`config.mk`:
```
export PLATFORM = sky130hd
export DESIGN_NAME = fifo_wr_arbiter_flat
export DESIGN_NICKNAME = d
export VERILOG_FILES = /design/src/rtl/fifo_wr_arbiter_if.sv /design/src/rtl/fifo_wr_arbiter.sv /design/src/flat_wrapper.sv
export SDC_FILE = /design/constraint.sdc
export NUM_CORES = 1
export LEC_CHECK = 0
export CAP_MARGIN = 10
export CELL_PAD_IN_SITES_DETAIL_PLACEMENT = 0
export CELL_PAD_IN_SITES_GLOBAL_PLACEMENT = 1
export CORE_MARGIN = 2
export CORE_UTILIZATION = 27
export DETAILED_ROUTE_END_ITERATION = 10
export MAX_ROUTING_LAYER = met4
export PLACE_DENSITY = 0.85
export SLEW_MARGIN = 5
export SYNTH_ARGS = -nofsm -noshare
export SYNTH_HDL_FRONTEND = slang
export SYNTH_SLANG_ARGS = --single-unit
```
`constraint.sdc`:
```
create_clock -name clk -period 3.6 [get_ports clk]
set_clock_uncertainty 0.2 [all_clocks]
set_input_delay 0.72 -clock clk [delete_from_list [all_inputs] [get_ports clk]]
set_output_delay 0.72 -clock clk [all_outputs]
set_load 0.02 [all_outputs]
```
`src/rtl/fifo_wr_arbiter_if.sv`:
```
// Producer-side bundle of the fifo write arbiter: per-producer request/data in,
// one-hot grant and done/err pulses back.
interface fifo_wr_arbiter_if #(
  parameter int NREQ = 4,
  parameter int DW   = 32
) ();
  logic [NREQ-1:0]    req;
  logic [NREQ*DW-1:0] req_data;
  logic [NREQ-1:0]    gnt;
  logic [NREQ-1:0]    done;
  logic [NREQ-1:0]    err;

  modport master (output req, output req_data, input gnt, input done, input err);
  modport slave  (input req, input req_data, output gnt, output done, output err);
endinterface

```
`src/rtl/fifo_wr_arbiter.sv`:
```
// Round-robin sharing of the fifo write port among NREQ producers; one fifo
// write per grant, with the fifo's ack/err returned as a done/err pulse.
//
// state | meaning
// IDLE  | waiting for a request while the fifo is not full
// WRITE | fifo_wr_en high for this single cycle
// CHECK | fifo ack/err valid, sampled at the end of the cycle
// RESP  | done or err pulse to the granted producer
module fifo_wr_arbiter #(
  parameter int NREQ = 4,
  parameter int DW   = 32
) (
  input  logic            clk,
  input  logic            reset_n,
  fifo_wr_arbiter_if.slave prod,
  output logic            busy,
  output logic            fifo_wr_en,
  output logic [DW-1:0]   fifo_din,
  input  logic            fifo_full,
  input  logic            fifo_wr_ack,
  input  logic            fifo_wr_err
);
  localparam int PW = (NREQ > 1) ? $clog2(NREQ) : 1;

  typedef enum logic [1:0] {IDLE, WRITE, CHECK, RESP} state_t;

  state_t          state;
  logic [PW-1:0]   rr_ptr;
  logic [PW-1:0]   g;
  logic [PW-1:0]   sel;
  logic            sel_vld;
  logic [NREQ-1:0] sel_onehot;
  logic [PW-1:0]   rr_next;
  logic            resp_ok;
  logic            resp_bad;
  int              idx;

  // First requester found scanning upward from rr_ptr, wrapping at NREQ.
  always_comb begin
    sel     = '0;
    sel_vld = 1'b0;
    idx     = 0;
    for (int k = 0; k < NREQ; k++) begin
      idx = int'(rr_ptr) + k;
      if (idx >= NREQ) idx = idx - NREQ;
      if (!sel_vld && prod.req[idx]) begin
        sel_vld = 1'b1;
        sel     = PW'(idx);
      end
    end
  end

  assign sel_onehot = {{(NREQ-1){1'b0}}, 1'b1} << sel;
  assign rr_next    = (g == PW'(NREQ-1)) ? '0 : g + 1'b1;
  // A missing ack counts as a rejection, whether or not wr_err was raised.
  assign resp_ok    = fifo_wr_ack;
  assign resp_bad   = fifo_wr_err | ~fifo_wr_ack;

  always_ff @(posedge clk) begin
    if (!reset_n) begin
      state      <= IDLE;
      rr_ptr     <= '0;
      g          <= '0;
      prod.gnt   <= '0;
      prod.done  <= '0;
      prod.err   <= '0;
      busy       <= 1'b0;
      fifo_wr_en <= 1'b0;
      fifo_din   <= '0;
    end else begin
      case (state)
        IDLE: begin
          prod.done <= '0;
          prod.err  <= '0;
          if (sel_vld && !fifo_full) begin
            g          <= sel;
            prod.gnt   <= sel_onehot;
            fifo_wr_en <= 1'b1;
            fifo_din   <= prod.req_data[int'(sel)*DW +: DW];
            busy       <= 1'b1;
            state      <= WRITE;
          end else begin
            prod.gnt   <= '0;
            fifo_wr_en <= 1'b0;
          end
        end
        WRITE: begin
          fifo_wr_en <= 1'b0;
          state      <= CHECK;
        end
        CHECK: begin
          if (resp_ok)       prod.done <= prod.gnt;
          else if (resp_bad) prod.err  <= prod.gnt;
          rr_ptr <= rr_next;
          state  <= RESP;
        end
        RESP: begin
          prod.done <= '0;
          prod.err  <= '0;
          prod.gnt  <= '0;
          busy      <= 1'b0;
          state     <= IDLE;
        end
        default: state <= IDLE;
      endcase
    end
  end
endmodule

```
`src/flat_wrapper.sv`:
```
// flat-port wrapper written by rule: the top's interface ports become plain ports
module fifo_wr_arbiter_flat 
#(
  parameter int NREQ = 4,
  parameter int DW   = 32
)
  (clk, reset_n, busy, fifo_wr_en, fifo_din, fifo_full, fifo_wr_ack, fifo_wr_err, prod_req, prod_req_data, prod_gnt, prod_done, prod_err);
  fifo_wr_arbiter_if #(.NREQ(NREQ), .DW(DW)) prod_i ();
  input  logic clk;
  input  logic reset_n;
  output logic busy;
  output logic fifo_wr_en;
  output logic [DW-1:0] fifo_din;
  input  logic fifo_full;
  input  logic fifo_wr_ack;
  input  logic fifo_wr_err;
  input wire logic [$bits(prod_i.req)-1:0] prod_req;
  input wire logic [$bits(prod_i.req_data)-1:0] prod_req_data;
  output wire logic [$bits(prod_i.gnt)-1:0] prod_gnt;
  output wire logic [$bits(prod_i.done)-1:0] prod_done;
  output wire logic [$bits(prod_i.err)-1:0] prod_err;
  assign prod_i.req = prod_req;
  assign prod_i.req_data = prod_req_data;
  assign prod_gnt = prod_i.gnt;
  assign prod_done = prod_i.done;
  assign prod_err = prod_i.err;
  fifo_wr_arbiter #(.NREQ(NREQ), .DW(DW)) u_core (.clk(clk), .reset_n(reset_n), .prod(prod_i), .busy(busy), .fifo_wr_en(fifo_wr_en), .fifo_din(fifo_din), .fifo_full(fifo_full), .fifo_wr_ack(fifo_wr_ack), .fifo_wr_err(fifo_wr_err));
endmodule
```
# Word-level counts from Yosys, hierarchy flattened
# Index checks and enable logic that the tools add are counted.
# op_classes
n_addsub	8
magnitude_cmp	8
n_eq_ne	8
shifts	2
muxes	38
bitwise	2
n_reduce_logical	17
# op_table
op	count
$lt A32 B4 Y1 const B	4
$mux W32	4
$shiftx A128 B8 Y32	1
$ge A32 B4 Y1 const B	3
$sub A32 B4 Y32 const B	3
$pmux W4 S2	3
$mux W4	4
$mux W1	14
$mux W2	6
$bmux W1 S2	4
$pmux W2 S4	1
$add A2 B2 Y3 const B	2
$eq A2 B2 Y1 const B	3
$reduce_and A2 Y1	3
$reduce_bool A2 Y1	3
$logic_and A1 B1 Y1	4
$logic_not A1 Y1	4
$ne A2 B1 Y1 const B	2
$ne A2 B2 Y1 const B	2
$pmux W1 S2	2
$shl A1 B2 Y4 const A	1
$sub A2 B3 Y4 const B	1
$add A2 B1 Y3 const B	1
$ge A2 B3 Y1 const B	1
other kinds (7)	7
# totals
ff_bits	52
inputBits	137
output_inout_bits	46
elab_cells	92

# Logic depth before layout (Yosys ltp)
# Gate-level depths: netlist of run 1.
# logic_depth
word_depth	18
depth_mapped	8
mapped_depth_nobuf	6

# Worst setup path before layout of run 1
# OpenSTA, ideal clock, no wires.
# synth_path
path_type	input to register
startpoint	input port prod_req[3]
endpoint	register u_core.fifo_din[18]
arrival_time_ns	1.779
required_ns	3.268
setup_slack_ns	1.490
path_stages	7
cell_sequence	buf_4 > nor2b_1 > a31oi_1 > nand2_1 > buf_6 > a221oi_1 > a31oi_1
# synth_between
elab_chain_cells	15
# synth_lines
element	line	text
start, declared	flat_wrapper.sv:17	input wire logic [$bits(prod_i.req)-1:0] prod_req;
parallel branches: the longest is 15 deep, another holds $bmux W1 S2	-	
end signal, assigned	fifo_wr_arbiter.sv:79	fifo_din <= prod.req_data[int'(sel)*DW +: DW];
end, declared	fifo_wr_arbiter.sv:18	output logic [DW-1:0] fifo_din,
# Parallel ways; which one is timed is not known. The select of a mux whose other input is x is not followed.
# A chain may end at the register's enable or synchronous reset.

# Worst setup path after layout of run 1
# layout_path
startpoint	input port prod_req[0]
endpoint	register u_core.fifo_din[24]
# The elaborated chain is that of the path after synthesis.

==> metrics, run 1 <==
critical path class in2reg; drt first pass iters 4; FF+latch count, synth 52; placeable core area 0.0108 sq mm; Slew HR 47.9%; Slew @ Worst Pin 0.778 ns; layout cell share with drive strength beyond 1 under 10%; clock network fraction of design power between 10% and 20%; Simple-Gate Fraction of Synth Area between 20% and 30%; Pint 0.00155 W; CTS Buffer Depth 2; Slew Limit Fails 0; Root Driver clkbuf_8; adder-cell share of the synthesized area around 2.1%; Synth Warn # 0; setup TNS 0 ns; main combinational cell family by area after synthesis compound AO/OA/AOI/OAI gates; Worst Min Path Start u_core.g[1]; Switching Share approximately two fifths; Avg WL per Cell 16.9 um; Max-Cap Viols 0; Clk Latency, worst-skew pair approximately 0.31 ns; final-report hold violation count 0; run status finished clean; Fmax achieved approximately 360 MHz; clock-pin slew on the worst setup and hold paths 0.10 ns; Post-Syn Instances 365; reg2reg start u_core.rr_ptr[1]; H-tree depth 2; fin util between 40% and 50%; Synth Area per Inst approximately 8.1 sq um; die height 109 um; Inserted Diodes 0; Initial Utilization between 20% and 30%; port buffer count 181; Layout Area Growth over Synthesis 66.5%; Period minus WS final between 2 and 3 ns; global route total overflow 0; total wire length about 11000 um; Compound-Gate Fraction of Synth Area between 30 and 40%; # rows 38; Syn Nets approximately 510; clk sinks 52; endpoints failing setup 0; Worst EP arrival 2.80 ns; GPL Wtd Cong between 0.8 and 0.9; VDD IR-drop max about 0.00025 V; CTS tree yes; multiplexer share of the synthesized area roughly 1.3%; first-pass GRT wire length 17400 um; I/O pin cnt between 150 and 200; Comb pwr share between 50% and 60%; Hold-fix buffers, CTS 0; sequential share of power 31.1%; Switch Pwr about 0.0011 W; vias in the first global route 3423; Hold Crit Class reg2reg; leakage power about 1.7 nW; FF+latch area 0.00104 sq mm; Critical Path Sink Type flop; vias 3530; antenna viol nets, final 0; Pwr Density about 530 mW/mm^2; Inserted Clock Buffers 5; CP required 3.60 ns; sequential share of the synthesized area 35.0%; global-route usage over all layers 19.4%; Crit. Startpoint prod_req[0]; startpoint types primary input; fin nets ~670; number of antenna violations at the first check in global routing 0; # resized after CTS 0; Synth Cell Area roughly 0.0030 sq mm; Pwr Total 0.00262 W; commonest non-fill, non-tap cell in the layout clkdlybuf4s50_1; 1st-iter DRT viols approximately 210; area of the multi-input gates roughly 0.0016 sq mm; post-DR vias/cell roughly 5.3; RSZ-0062 raised after global routing no; final cycle utilization of the critical path between 70% and 80%; die area roughly 0.012 sq mm; worst-path maximum fanout 15; fillers 1100; drt drc 0; most frequent cells in the layout 181 x clkdlybuf4s50_1, 70 x nand3_1, 52 x dfxtp_1; # Post-CTS Setup Buffers 0; post-synth cell types 38; Die W about 110 um; xor/xnor share of the synthesized area 0%; pin count of the biggest net entering global routing 55; dpl hpwl around 8400 um
==> cell type report <==
cell class / instances / area share (%)
well taps: 140 / 3.54
clock buffers: 5 / 1.39
repair buffers: 196 / 39.4
clock inverters: 3 / 0.859
flip-flops and latches: 52 / 21.0
inverters: 8 / 0.607
multi-input cells: 267 / 33.2
==> registers in the layout (all words and copies together) (netlist names) <==
| register | flops |
|---|---|
| u_core.fifo_wr_en | 1 |
| u_core.prod.done | 4 |
| u_core.prod.gnt | 4 |
| u_core.state | 2 |
| u_core.busy | 1 |
| u_core.fifo_din | 32 |
| u_core.prod.err | 4 |
| u_core.g | 2 |
| u_core.rr_ptr | 2 |
==> metrics by stage <==
step	hold WS [ns]	std cells	area [sq um]	setup WS, ns
final	0.279	671	4950	0.798
after global routing	0.322	671	4950	0.640
after CTS	0.281	671	4950	0.793
after detailed placement	0.266	663	4840	0.439
after global placement	0.262	663	4840	0.492
after floorplan	0.247	365	2970	1.49
==> cells by family after synthesis <==
group | count (synthesis)
DFF | 52
adders and majority gates | 5
muxes | 4
buffers and inverters | 46
and+or+nand+nor | 120
AOI/OAI and AO/OA | 138
==> routing by layer <==
metal,track usage (%),share of wire (%)
met2,33.6,49
met5,-,0
met1,23.0,41
met3,3.89,7.7
met4,5.04,1.5
==> Yosys cell counts (all sizes together) <==
cell type	number	share of area (%)
clkbuf	8	1.1
nor2	8	1.3
a21o	2	0.50
or2	1	0.29
o22ai	1	0.21
a21oi	8	1.6
mux2i	4	1.3
and2b	1	0.25
o21bai	2	0.50
a31oi	33	6.9
nand2b	2	0.42
a211oi	1	0.42
a221oi	31	9.1
nand3	70	12
o21ai	44	7.4
o22a	1	0.29
o211a	2	0.67
nand2	21	2.7
nor3b	1	0.25
dfxtp	52	35
nor3	2	0.34
nor4	1	0.42
o221ai	1	0.29
buf	30	7.9
nor2b	9	1.9
a22oi	4	1.0
a21boi	7	1.8
ha	5	2.1
and2	4	0.84
a211o	1	0.29
inv	8	1.0
==> path summary, 6_finish.rpt <==
check | end | depth (start not counted) | slack, ns
setup / recovery | u_core.fifo_din[24] | 7 | 0.80
hold / removal | u_core.g[1] | 2 | 0.28
setup reg to reg | u_core.fifo_din[24] | 5 | 1.35
hold reg to reg | u_core.g[1] | 2 | 0.28
==> power by group through the flow <==
| stage | logic (W) | clock network [W] | registers, W |
|---|---|---|---|
| after floorplan | 0.000643 | 0 | 0.000962 |
| after global placement | 0.00137 | 0 | 0.000821 |
| after detailed placement | 0.00139 | 0 | 0.000828 |
| after CTS | 0.00140 | 0.000435 | 0.000817 |
| after global routing | 0.00151 | 0.000458 | 0.000836 |
| final | 0.00138 | 0.000423 | 0.000816 |
==> worst max-delay path, cell delays in order <==
cell             delay (ns)
clkdlybuf4s50_1        0.72
nand2b_1               0.17
a21oi_2                0.24
a211o_1                0.39
buf_12                 0.21
mux2i_1                0.21
o221ai_1               0.12
Note: power is estimated with default switching activity, not from simulation.
==> run 2, diff against run 1 <==
--- a/config.mk
+++ b/config.mk
@@ -9,10 +9,10 @@
 export CELL_PAD_IN_SITES_DETAIL_PLACEMENT = 0
 export CELL_PAD_IN_SITES_GLOBAL_PLACEMENT = 1
 export CORE_MARGIN = 2
-export CORE_UTILIZATION = 27
+export CORE_UTILIZATION = 26
 export DETAILED_ROUTE_END_ITERATION = 10
 export MAX_ROUTING_LAYER = met4
-export PLACE_DENSITY = 0.85
+export PLACE_DENSITY = 0.82
 export SLEW_MARGIN = 5
 export SYNTH_ARGS = -nofsm -noshare
 export SYNTH_HDL_FRONTEND = slang
==> constraint.sdc (replaced) <==
create_clock -name clk -period 2.75 [get_ports clk]
set_clock_uncertainty 0.2 [all_clocks]
set_input_delay 0.55 -clock clk [delete_from_list [all_inputs] [get_ports clk]]
set_output_delay 0.55 -clock clk [all_outputs]
set_load 0.02 [all_outputs]
==> run 2 against run 1 <==
Die area grew 3.7%; sequential cell count is the same; utilization shrank 0.13 points; critical path depth is the same; design area grew 4.1%.
==> metrics, run 2 (synthesis gave the netlist of run 1 again) <==
die height 111 um (+1.8%); setup TNS 0 ns (unchanged); Pwr Density 706 mW/mm^2 (+33%); GPL Wtd Cong 0.797 (-0.60%); commonest non-fill, non-tap cell in the layout clkdlybuf4s50_1; CTS tree yes; clock-pin slew on the worst setup and hold paths 0.07 ns (-0.03 ns); leakage power 1.81 nW (+5.5%); VDD IR-drop max 0.000319 V (+26%); startpoint types primary input; # Post-CTS Setup Buffers 0 (unchanged); reg2reg start u_core.rr_ptr[1]; Hold Crit Class reg2reg; placeable core area 0.0113 sq mm (+4.4%); dpl hpwl 8540 um (+1.9%); # rows 39 (+2.6%); RSZ-0062 raised after global routing no; Hold Path Depth 2 (unchanged); CTS Buffer Depth 2 (unchanged); I/O pin cnt 183 (unchanged); most frequent cells in the layout 181 x clkdlybuf4s50_1, 70 x nand3_1, 52 x dfxtp_1; # resized after CTS 0 (unchanged); clk sinks 52 (unchanged); run status finished clean; port buffer count 181 (unchanged); Worst Min Path Start u_core.g[1]; total wire length 11700 um (+2.8%); Slew Limit Fails 0 (unchanged); Initial Utilization 26.4% (-1.2 points); Period minus WS final ~2.4 ns; Slew @ Worst Pin 0.682 ns (-0.0966 ns); die area 0.0123 sq mm (+3.7%); Root Driver clkbuf_16; H-tree depth 2 (unchanged); critical path class in2reg; Top reg by flops u_core.fifo_din; Inserted Diodes 0 (unchanged); worst-path maximum fanout 15 (unchanged); 1st-iter DRT viols 244 (+17%); Fmax achieved 412 MHz; Max-Cap Viols 0 (unchanged); Inserted Clock Buffers 5 (unchanged); global route total overflow 0 (unchanged); layout cell share with drive strength beyond 1 7.39% (+1.6 points); final cycle utilization of the critical path 88.2%; Pwr Total 0.00364 W (+39%); Worst EP arrival 2.39 ns (-0.41 ns); final-report hold violation count 0 (unchanged); antenna viol nets, final 0 (unchanged); R2R Setup Slk 0.68 ns (-0.67 ns); Clk Latency, worst-skew pair 0.29 ns (-0.02 ns); Die W 111 um (+1.8%); global-route usage over all layers 18.9% (-0.47 points); Worst Hold Path EP u_core.g[1]; fillers 1139 (+3.5%); vias in the first global route 3655 (+6.8%); fin util 45.7% (-0.13 points); post-DR vias/cell 5.36 (+1.9%); pin count of the biggest net entering global routing 55 (unchanged); Layout Area Growth over Synthesis 73.4%; fin nets 682 (+1.5%); endpoints failing setup 0 (unchanged); Avg WL per Cell 17.1 um (+0.83%); CP required 2.72 ns (-0.88 ns); number of antenna violations at the first check in global routing 0 (unchanged); drt first pass iters 5 (+1); Hold-fix buffers, CTS 0 (unchanged); drt drc 0 (unchanged); vias 3666 (+3.9%); r2r endpoint u_core.fifo_din[24]; max reg flops 32 (unchanged); first-pass GRT wire length 18200 um (+5.0%); Slew HR 54.4% (+6.5 points); Worst R2R Path Depth 5 (unchanged); Critical Path Sink Type flop
## run 2: how the worst max path moves through the flow
stage                      startpoint  slack, ns                  end  depth (start not counted)
final                     prod_req[0]       0.33  u_core.fifo_din[24]                          7
after global routing      prod_req[0]       0.20  u_core.fifo_din[10]                          7
after CTS                 prod_req[0]       0.31  u_core.fifo_din[24]                          7
after detailed placement  prod_req[0]      0.009  u_core.fifo_din[24]                          7
after global placement    prod_req[3]       0.03   u_core.fifo_din[9]                          7
after floorplan           prod_req[3]       0.81  u_core.fifo_din[18]                          7
## run 2: stage by stage
| step | worst slack, ns | area, sq um | hold slack [ns] | std cells |
|---|---|---|---|---|
| after floorplan | 0.810 | 2970 | 0.247 | 365 |
| after global placement | 0.0299 | 5010 | 0.258 | 676 |
| after detailed placement | 0.00902 | 5010 | 0.271 | 676 |
| after CTS | 0.313 | 5160 | 0.281 | 684 |
| after global routing | 0.201 | 5160 | 0.302 | 684 |
| final | 0.326 | 5160 | 0.276 | 684 |
## run 2: per-layer routing
layer  share of wire [%]  track usage [%]  vias up  wire length [um]
li1                    -                -     1737                 -
met1                  42             22.2     1736              4950
met2                  49             33.2      174              5670
met3                 7.3             3.88       19               858
met4                 1.6             4.75        0               188
met5                   0                -        -                 0
## run 2: worst max-delay path: stages
cell and delay (ns):
clkdlybuf4s50_1 0.69, nand2b_1 0.16, a21oi_2 0.23, a211o_1 0.23
buf_12 0.18, mux2i_1 0.21, o221ai_1 0.13
## run 2: layout make-up
cell class                 count  area, sq um  share of cell area (%)
clock inverter                 1         7.51                   0.146
multi-input combinational    267         1640                    31.9
inverter                       8         30.0                   0.582
clock buffer                   7          143                    2.77
tap                          143          179                    3.47
timing repair buffer         206         2110                    41.0
sequential                    52         1040                    20.2
## run 2: power by group
part / leakage (nW) / switching [W] / total (W) / internal, W
combinational: 1.31 / 0.00102 / 0.00192 / 0.000900
sequential: 0.427 / 0.000121 / 0.00107 / 0.000948
clock: 0.0701 / 0.000289 / 0.000652 / 0.000364
total: 1.81 / 0.00143 / 0.00364 / 0.00221
